### src/rtl/dcmac_0_ts_context_mem_v3_if.sv
// Request/response bundle for the DCMAC TS per-channel context store.
// DCMAC_TS_CTX_PARITY_EN adds the o_par_err response bit.
interface dcmac_0_ts_context_mem_v3_if #(
  parameter int ID_W = 3,
  parameter int DW   = 32
);
  logic            ts_rst;
  logic [ID_W-1:0] i_rd_id;
  logic            i_rd_vld;
  logic [ID_W-1:0] i_wr_id;
  logic            i_wr_ena;
  logic [DW-1:0]   i_wr_dat;
  logic [DW-1:0]   o_dat;
  logic            o_vld;
  logic            o_init;
  logic            o_wr_drop;
`ifdef DCMAC_TS_CTX_PARITY_EN
  logic            o_par_err;
`endif

  modport master (
    output ts_rst, i_rd_id, i_rd_vld, i_wr_id, i_wr_ena, i_wr_dat,
    input  o_dat, o_vld, o_init, o_wr_drop
`ifdef DCMAC_TS_CTX_PARITY_EN
    , input o_par_err
`endif
  );

  modport slave (
    input  ts_rst, i_rd_id, i_rd_vld, i_wr_id, i_wr_ena, i_wr_dat,
    output o_dat, o_vld, o_init, o_wr_drop
`ifdef DCMAC_TS_CTX_PARITY_EN
    , output o_par_err
`endif
  );
endinterface

### src/rtl/dcmac_0_ts_context_mem_v3.sv
// Per-channel timestamp context store: init sweep, write-first reads, overwrite/accumulate.
// Optional even parity per entry with DCMAC_TS_CTX_PARITY_EN.
module dcmac_0_ts_context_mem_v3 #(
  parameter int            NUM_ID     = 6,
  parameter int            DW         = 32,
  parameter logic [DW-1:0] INIT_VALUE = '0,
  parameter int            RD_LAT     = 1,
  parameter int            MODE       = 0,
  localparam int           ID_W       = (NUM_ID > 1) ? $clog2(NUM_ID) : 1
) (
  input logic clk,
  input logic rst,
  dcmac_0_ts_context_mem_v3_if.slave bus
);
`ifdef DCMAC_TS_CTX_PARITY_EN
  localparam int MW = DW + 1;
`else
  localparam int MW = DW;
`endif

  typedef enum logic {ST_SWEEP, ST_RUN} state_t;

  state_t          r_state;
  logic            r_init;
  logic [ID_W-1:0] r_ptr;
  logic [MW-1:0]   r_mem [NUM_ID];
  logic            r_wr_drop;
  logic            r_s1_vld;
  logic [DW-1:0]   r_s1_dat;

  logic          w_rd_in, w_wr_in, w_same_id, w_ts_hit, w_wr_ok, w_drop;
  logic [DW-1:0] w_wr_old, w_wr_val, w_rd_dat;
  logic [MW-1:0] w_rd_mem;
  logic [NUM_ID-1:0] w_we;
  logic [MW-1:0]     w_wd [NUM_ID];

  function automatic logic [MW-1:0] f_enc(input logic [DW-1:0] d);
`ifdef DCMAC_TS_CTX_PARITY_EN
    return {^d, d};
`else
    return d;
`endif
  endfunction

  assign w_rd_in   = 32'(bus.i_rd_id) < NUM_ID;
  assign w_wr_in   = 32'(bus.i_wr_id) < NUM_ID;
  assign w_same_id = bus.i_rd_id == bus.i_wr_id;
  assign w_ts_hit  = bus.ts_rst && !r_init && w_rd_in;
  // ts_rst owns the entry when both target the same ID
  assign w_wr_ok   = bus.i_wr_ena && !r_init && w_wr_in && !(bus.ts_rst && w_same_id);
  assign w_drop    = (bus.i_wr_ena && !w_wr_ok) || (bus.ts_rst && r_init);
  assign w_wr_old  = w_wr_in ? r_mem[bus.i_wr_id][DW-1:0] : '0;
  assign w_wr_val  = (MODE == 1) ? w_wr_old + bus.i_wr_dat : bus.i_wr_dat;
  assign w_rd_mem  = w_rd_in ? r_mem[bus.i_rd_id] : '0;

  generate
    for (genvar gi = 0; gi < NUM_ID; gi++) begin : g_ent
      logic w_sw_hit, w_ts_ent, w_wr_ent;
      assign w_sw_hit = r_init && (32'(r_ptr) == gi);
      assign w_ts_ent = w_ts_hit && (32'(bus.i_rd_id) == gi);
      assign w_wr_ent = w_wr_ok && (32'(bus.i_wr_id) == gi);
      assign w_we[gi] = w_sw_hit || w_ts_ent || w_wr_ent;
      assign w_wd[gi] = (r_init || w_ts_ent) ? f_enc(INIT_VALUE) : f_enc(w_wr_val);
    end
  endgenerate

  always_ff @(posedge clk) begin
    for (int k = 0; k < NUM_ID; k++) begin
      if (w_we[k]) r_mem[k] <= w_wd[k];
    end
  end

  // Same-cycle updates are folded in so the read reflects its own issue cycle
  assign w_rd_dat = (r_init || !w_rd_in || w_ts_hit) ? INIT_VALUE :
                    (w_wr_ok && w_same_id)          ? w_wr_val   : w_rd_mem[DW-1:0];

  always_ff @(posedge clk or posedge rst) begin
    if (rst) begin
      r_state <= ST_SWEEP;
      r_init  <= 1'b1;
      r_ptr   <= '0;
    end else begin
      case (r_state)
        ST_SWEEP: begin
          if (32'(r_ptr) == NUM_ID - 1) begin
            r_state <= ST_RUN;
            r_init  <= 1'b0;
            r_ptr   <= '0;
          end else begin
            r_ptr <= r_ptr + 1'b1;
          end
        end
        default: r_init <= 1'b0;
      endcase
    end
  end

  always_ff @(posedge clk or posedge rst) begin
    if (rst) begin
      r_wr_drop <= 1'b0;
      r_s1_vld  <= 1'b0;
      r_s1_dat  <= '0;
    end else begin
      r_wr_drop <= w_drop;
      r_s1_vld  <= bus.i_rd_vld;
      if (bus.i_rd_vld) r_s1_dat <= w_rd_dat;
    end
  end

  assign bus.o_init    = r_init;
  assign bus.o_wr_drop = r_wr_drop;

`ifdef DCMAC_TS_CTX_PARITY_EN
  logic w_rd_fwd, w_rd_perr, r_s1_perr;
  assign w_rd_fwd  = r_init || !w_rd_in || w_ts_hit || (w_wr_ok && w_same_id);
  assign w_rd_perr = !w_rd_fwd && (^w_rd_mem);

  always_ff @(posedge clk or posedge rst) begin
    if (rst) r_s1_perr <= 1'b0;
    else     r_s1_perr <= bus.i_rd_vld && w_rd_perr;
  end
`endif

  generate
    if (RD_LAT == 2) begin : g_lat2
      logic          r_s2_vld;
      logic [DW-1:0] r_s2_dat;
      always_ff @(posedge clk or posedge rst) begin
        if (rst) begin
          r_s2_vld <= 1'b0;
          r_s2_dat <= '0;
        end else begin
          r_s2_vld <= r_s1_vld;
          if (r_s1_vld) r_s2_dat <= r_s1_dat;
        end
      end
      assign bus.o_vld = r_s2_vld;
      assign bus.o_dat = r_s2_dat;
`ifdef DCMAC_TS_CTX_PARITY_EN
      logic r_s2_perr;
      always_ff @(posedge clk or posedge rst) begin
        if (rst) r_s2_perr <= 1'b0;
        else     r_s2_perr <= r_s1_perr;
      end
      assign bus.o_par_err = r_s2_perr;
`endif
    end else begin : g_lat1
      assign bus.o_vld = r_s1_vld;
      assign bus.o_dat = r_s1_dat;
`ifdef DCMAC_TS_CTX_PARITY_EN
      assign bus.o_par_err = r_s1_perr;
`endif
    end
  endgenerate
endmodule

### src/flat_wrapper.sv
// flat-port wrapper written by rule: the top's interface ports become plain ports
module dcmac_0_ts_context_mem_v3_flat 
#(
  parameter int            NUM_ID     = 6,
  parameter int            DW         = 32,
  parameter logic [DW-1:0] INIT_VALUE = '0,
  parameter int            RD_LAT     = 1,
  parameter int            MODE       = 0,
  localparam int           ID_W       = (NUM_ID > 1) ? $clog2(NUM_ID) : 1
)
  (clk, rst, bus_ts_rst, bus_i_rd_id, bus_i_rd_vld, bus_i_wr_id, bus_i_wr_ena, bus_i_wr_dat, bus_o_dat, bus_o_vld, bus_o_init, bus_o_wr_drop);
  dcmac_0_ts_context_mem_v3_if #(.ID_W(3), .DW(DW)) bus_i ();
  input logic clk;
  input logic rst;
  input wire logic [$bits(bus_i.ts_rst)-1:0] bus_ts_rst;
  input wire logic [$bits(bus_i.i_rd_id)-1:0] bus_i_rd_id;
  input wire logic [$bits(bus_i.i_rd_vld)-1:0] bus_i_rd_vld;
  input wire logic [$bits(bus_i.i_wr_id)-1:0] bus_i_wr_id;
  input wire logic [$bits(bus_i.i_wr_ena)-1:0] bus_i_wr_ena;
  input wire logic [$bits(bus_i.i_wr_dat)-1:0] bus_i_wr_dat;
  output wire logic [$bits(bus_i.o_dat)-1:0] bus_o_dat;
  output wire logic [$bits(bus_i.o_vld)-1:0] bus_o_vld;
  output wire logic [$bits(bus_i.o_init)-1:0] bus_o_init;
  output wire logic [$bits(bus_i.o_wr_drop)-1:0] bus_o_wr_drop;
  assign bus_i.ts_rst = bus_ts_rst;
  assign bus_i.i_rd_id = bus_i_rd_id;
  assign bus_i.i_rd_vld = bus_i_rd_vld;
  assign bus_i.i_wr_id = bus_i_wr_id;
  assign bus_i.i_wr_ena = bus_i_wr_ena;
  assign bus_i.i_wr_dat = bus_i_wr_dat;
  assign bus_o_dat = bus_i.o_dat;
  assign bus_o_vld = bus_i.o_vld;
  assign bus_o_init = bus_i.o_init;
  assign bus_o_wr_drop = bus_i.o_wr_drop;
  dcmac_0_ts_context_mem_v3 #(.NUM_ID(NUM_ID), .DW(DW), .INIT_VALUE(INIT_VALUE), .RD_LAT(RD_LAT), .MODE(MODE)) u_core (.clk(clk), .rst(rst), .bus(bus_i));
endmodule
### config.mk
export PLATFORM = sky130hd
export DESIGN_NAME = dcmac_0_ts_context_mem_v3_flat
export DESIGN_NICKNAME = d
export VERILOG_FILES = /design/src/rtl/dcmac_0_ts_context_mem_v3_if.sv /design/src/rtl/dcmac_0_ts_context_mem_v3.sv /design/src/flat_wrapper.sv
export SDC_FILE = /design/constraint.sdc
export NUM_CORES = 1
export LEC_CHECK = 0
export CORE_MARGIN = 5
export CORE_UTILIZATION = 50
export CTS_CLUSTER_SIZE = 16
export DETAILED_ROUTE_END_ITERATION = 7
export PLACE_DENSITY_LB_ADDON = 0.25
export SYNTH_ARGS = -nofsm -noshare
export SYNTH_HDL_FRONTEND = slang
export SYNTH_SLANG_ARGS = --single-unit
export TNS_END_PERCENT = 1
### constraint.sdc
create_clock -name clk -period 5.1 [get_ports clk]
set_clock_uncertainty 0.15 [all_clocks]
set_input_delay 0.51 -clock clk [delete_from_list [all_inputs] [get_ports clk]]
set_output_delay 0.51 -clock clk [all_outputs]
set_load 0.01 [all_outputs]
==> flow_metrics.env <==
export IMPL_tns_ns=0
export IMPL_multi_input_area_um2=3620
export IMPL_drv_cap=0
export IMPL_gr_usage_all_layers_pct=19.9
export IMPL_synthDistinctLibCells=35
export IMPL_drive_above_1_share_pct=12.3
export IMPL_finalCriticalPeriod_ns=3.08
export IMPL_start_util_pct=50.4
export IMPL_drc=0
export IMPL_grt_pass1_wl_mm=38.0
export IMPL_seq_area_frac_synth_pct=64.2
export IMPL_routed_wl_mm=24.1
export IMPL_critPathMaxFanout=33
export IMPL_seq_area_um2=6740
export IMPL_clockBufferDepth=3
export IMPL_ys_ff_latch=231
export IMPL_syn_inst=761
export IMPL_root_buffer="clkbuf_16"
export IMPL_grt_setup_unrepaired="no"
export IMPL_cts_max_level=1
export IMPL_yosysWarnings=0
export IMPL_antenna_cells=0
export IMPL_ctsResizeCount=0
export IMPL_relSlewSlack_pct=10.7
export IMPL_synth_main_ff_cell="edfxtp_1"
export IMPL_ios=78
export IMPL_antenna_found_initial=1
export IMPL_period_share_pct=60.4
export IMPL_async_flop_share_pct=16.9
export IMPL_drv_slew=0
export IMPL_chipHeight_um=155
export IMPL_portBuffers=77
export IMPL_postRouteAntennaNets=0
export IMPL_crit_chain="clkdlybuf4s50_1 > nor2b_1 > a31oi_2 > buf_4 > a21oi_1 > a31o_2"
export IMPL_place_hpwl_mm=13.9
export IMPL_syn_nets=805
export IMPL_first_pass_iters=5
export IMPL_peakVddDrop_uv=206
export IMPL_die_area_um2=24000
export IMPL_final_hold_violation_count=0
export IMPL_grt_start_max_net_pins=63
export IMPL_final_util_pct=59.5
export IMPL_wl_per_cell_um=21.6
export IMPL_grt_overflow_total=0
export IMPL_clock_sinks=231
export IMPL_path_class="primary input to flip-flop"
export IMPL_critPathSlowestCell="a31o_2"
export IMPL_place_gp_congestion=0.897
export IMPL_first_iter_violations=462
export IMPL_dr_total_vias=6421
export IMPL_cts_tree="built"
export IMPL_syn_area_um2=10500
export IMPL_core_area_um2=20800
export IMPL_dieWidth_um=155
export IMPL_clk_transition_reported_paths_ns=0.06
export IMPL_p_leak_nw=4.41
export IMPL_setup_violations=0
export IMPL_max_freq_ghz=0.325
export IMPL_syn2layout_area_growth_pct=18.0
export IMPL_holdCritPathClass="flip-flop to flip-flop"
export IMPL_num_rows=53
export IMPL_cts_setup_buffers=0
export IMPL_crit_arrival_ns=3.05
export IMPL_numCtsBuffers=24
export IMPL_finalNetCount=869
export IMPL_clock_latency_ns=0.51
export IMPL_status="completed"
export IMPL_viasPerCell=5.74
export IMPL_grt_pass1_vias=6844
export IMPL_synth_edf_count=192
export IMPL_cts_hold_buffers=0
export IMPL_crit_family="compound AO/OA/AOI/OAI gates"
export IMPL_cp_num_buf_inv=2
export IMPL_syn_avg_cell_area_um2=13.8
export IMPL_fill_cells=1633
export IMPL_tightestPinTransition_ns=1.33
export IMPL_cpPeakStageDelay_ns=0.79
export IMPL_p_per_area_nw_per_um2=357
export IMPL_endpoint_kind="flip-flop"
export IMPL_required_ns=5.07
export IMPL_startpoint_type="primary input"
stage by stage:
stage / std cells / total power, mW / hold WS, ns / setup slack [ns] / instance area, µm²
final: 1118 / 4.42 / 0.364 / 2.02 / 12400
after global routing: 1118 / 4.57 / 0.377 / 1.95 / 12400
after CTS: 1118 / 4.45 / 0.364 / 1.98 / 12400
after detailed placement: 1074 / 2.68 / 0.352 / 1.47 / 11600
after global placement: 1074 / 2.67 / 0.339 / 1.57 / 11600
after floorplan: 761 / 2.50 / 0.321 / 0.960 / 10500
final cells by class:
type | count | area share (%)
Timing Repair Buffer | 89 | 6.89
Tap cell | 275 | 2.78
Clock inverter | 10 | 0.777
Clock buffer | 34 | 5.81
Inverter | 4 | 0.121
Sequential cell | 231 | 54.4
Multi-Input combinational cell | 475 | 29.2
synth_stat cells (3+ instances only):
cell type / count / area (µm²)
xnor2_1: 4 / 35.0
nor2b_1: 35 / 219
o221ai_1: 32 / 280
inv_1: 4 / 15.0
nor2_1: 8 / 30.0
buf_2: 17 / 85.1
mux2i_1: 64 / 641
a21oi_1: 5 / 25.0
a31oi_1: 4 / 25.0
nand3_1: 3 / 15.0
o21ai_0: 3 / 15.0
o2bb2ai_1: 3 / 26.3
nor3_1: 3 / 15.0
edfxtp_1: 192 / 5770
nand2_1: 36 / 135
nand2b_1: 3 / 18.8
buf_6: 3 / 33.8
mux2_2: 33 / 372
a221o_1: 31 / 310
clkbuf_1: 31 / 116
and2_1: 193 / 1210
dfrtp_1: 38 / 951
registers in the layout, indices dropped and copies added, names as in the netlist:
| name | flops |
|---|---|
| u_core.bus.o_wr_drop | 1 |
| u_core.r_ptr | 3 |
| u_core.r_state | 1 |
| u_core.bus.o_init | 1 |
| u_core.r_mem | 192 |
| u_core.bus.o_dat | 32 |
| u_core.bus.o_vld | 1 |
layout by cell type, fill, tap and decap left out, drive strengths merged, types with 5 or more instances in the layout:
| master | count |
|---|---|
| a21oi | 5 |
| o221ai | 32 |
| nor2 | 8 |
| a221o | 31 |
| clkinv | 8 |
| nand2 | 36 |
| clkdlybuf4s50 | 75 |
| mux2 | 33 |
| and2 | 193 |
| edfxtp | 192 |
| dfrtp | 38 |
| buf | 14 |
| clkbuf | 34 |
| nor2b | 35 |
| mux2i | 64 |
logic make-up after synthesis:
family	after synthesis	synth area share, %
buffers and inverters	55	2.38
muxes	97	9.64
adders and majority gates	1	0.119
DFF	231	64.2
and+or+nand+nor	289	16.3
xor gates and xnor gates	4	0.333
AOI/OAI and AO/OA	84	7.05
power by group:
part	internal [mW]	total, mW	switching, mW
Clock	1.08	1.78	0.701
Combinational	0.203	0.431	0.228
Sequential	2.18	2.21	0.0336
Total	3.46	4.42	0.963
worst paths after layout:
kind	from	endpoint	slack, ns	cells past startpoint
setup / recovery	bus_ts_rst	u_core.r_mem[5][0]	2.02	6
hold / removal	u_core.r_state	u_core.r_ptr[0]	0.36	1
setup reg to reg	u_core.bus.o_init	u_core.r_mem[5][0]	2.54	4
hold reg to reg	u_core.r_state	u_core.r_ptr[0]	0.36	1
max in group asynchronous	rst	u_core.bus.o_dat[22]	3.80	2
min in group asynchronous	rst	u_core.bus.o_wr_drop	0.39	2
routing by layer:
metal / up-vias / GRT usage, % / wire length, µm
met5: - / 0 / 13
met4: 2 / 5.72 / 563
met3: 52 / 2.98 / 1250
met2: 192 / 35.5 / 12300
met1: 3247 / 25.4 / 9940
li1: 2928 / - / -
Power figures use the tool's default switching activity.
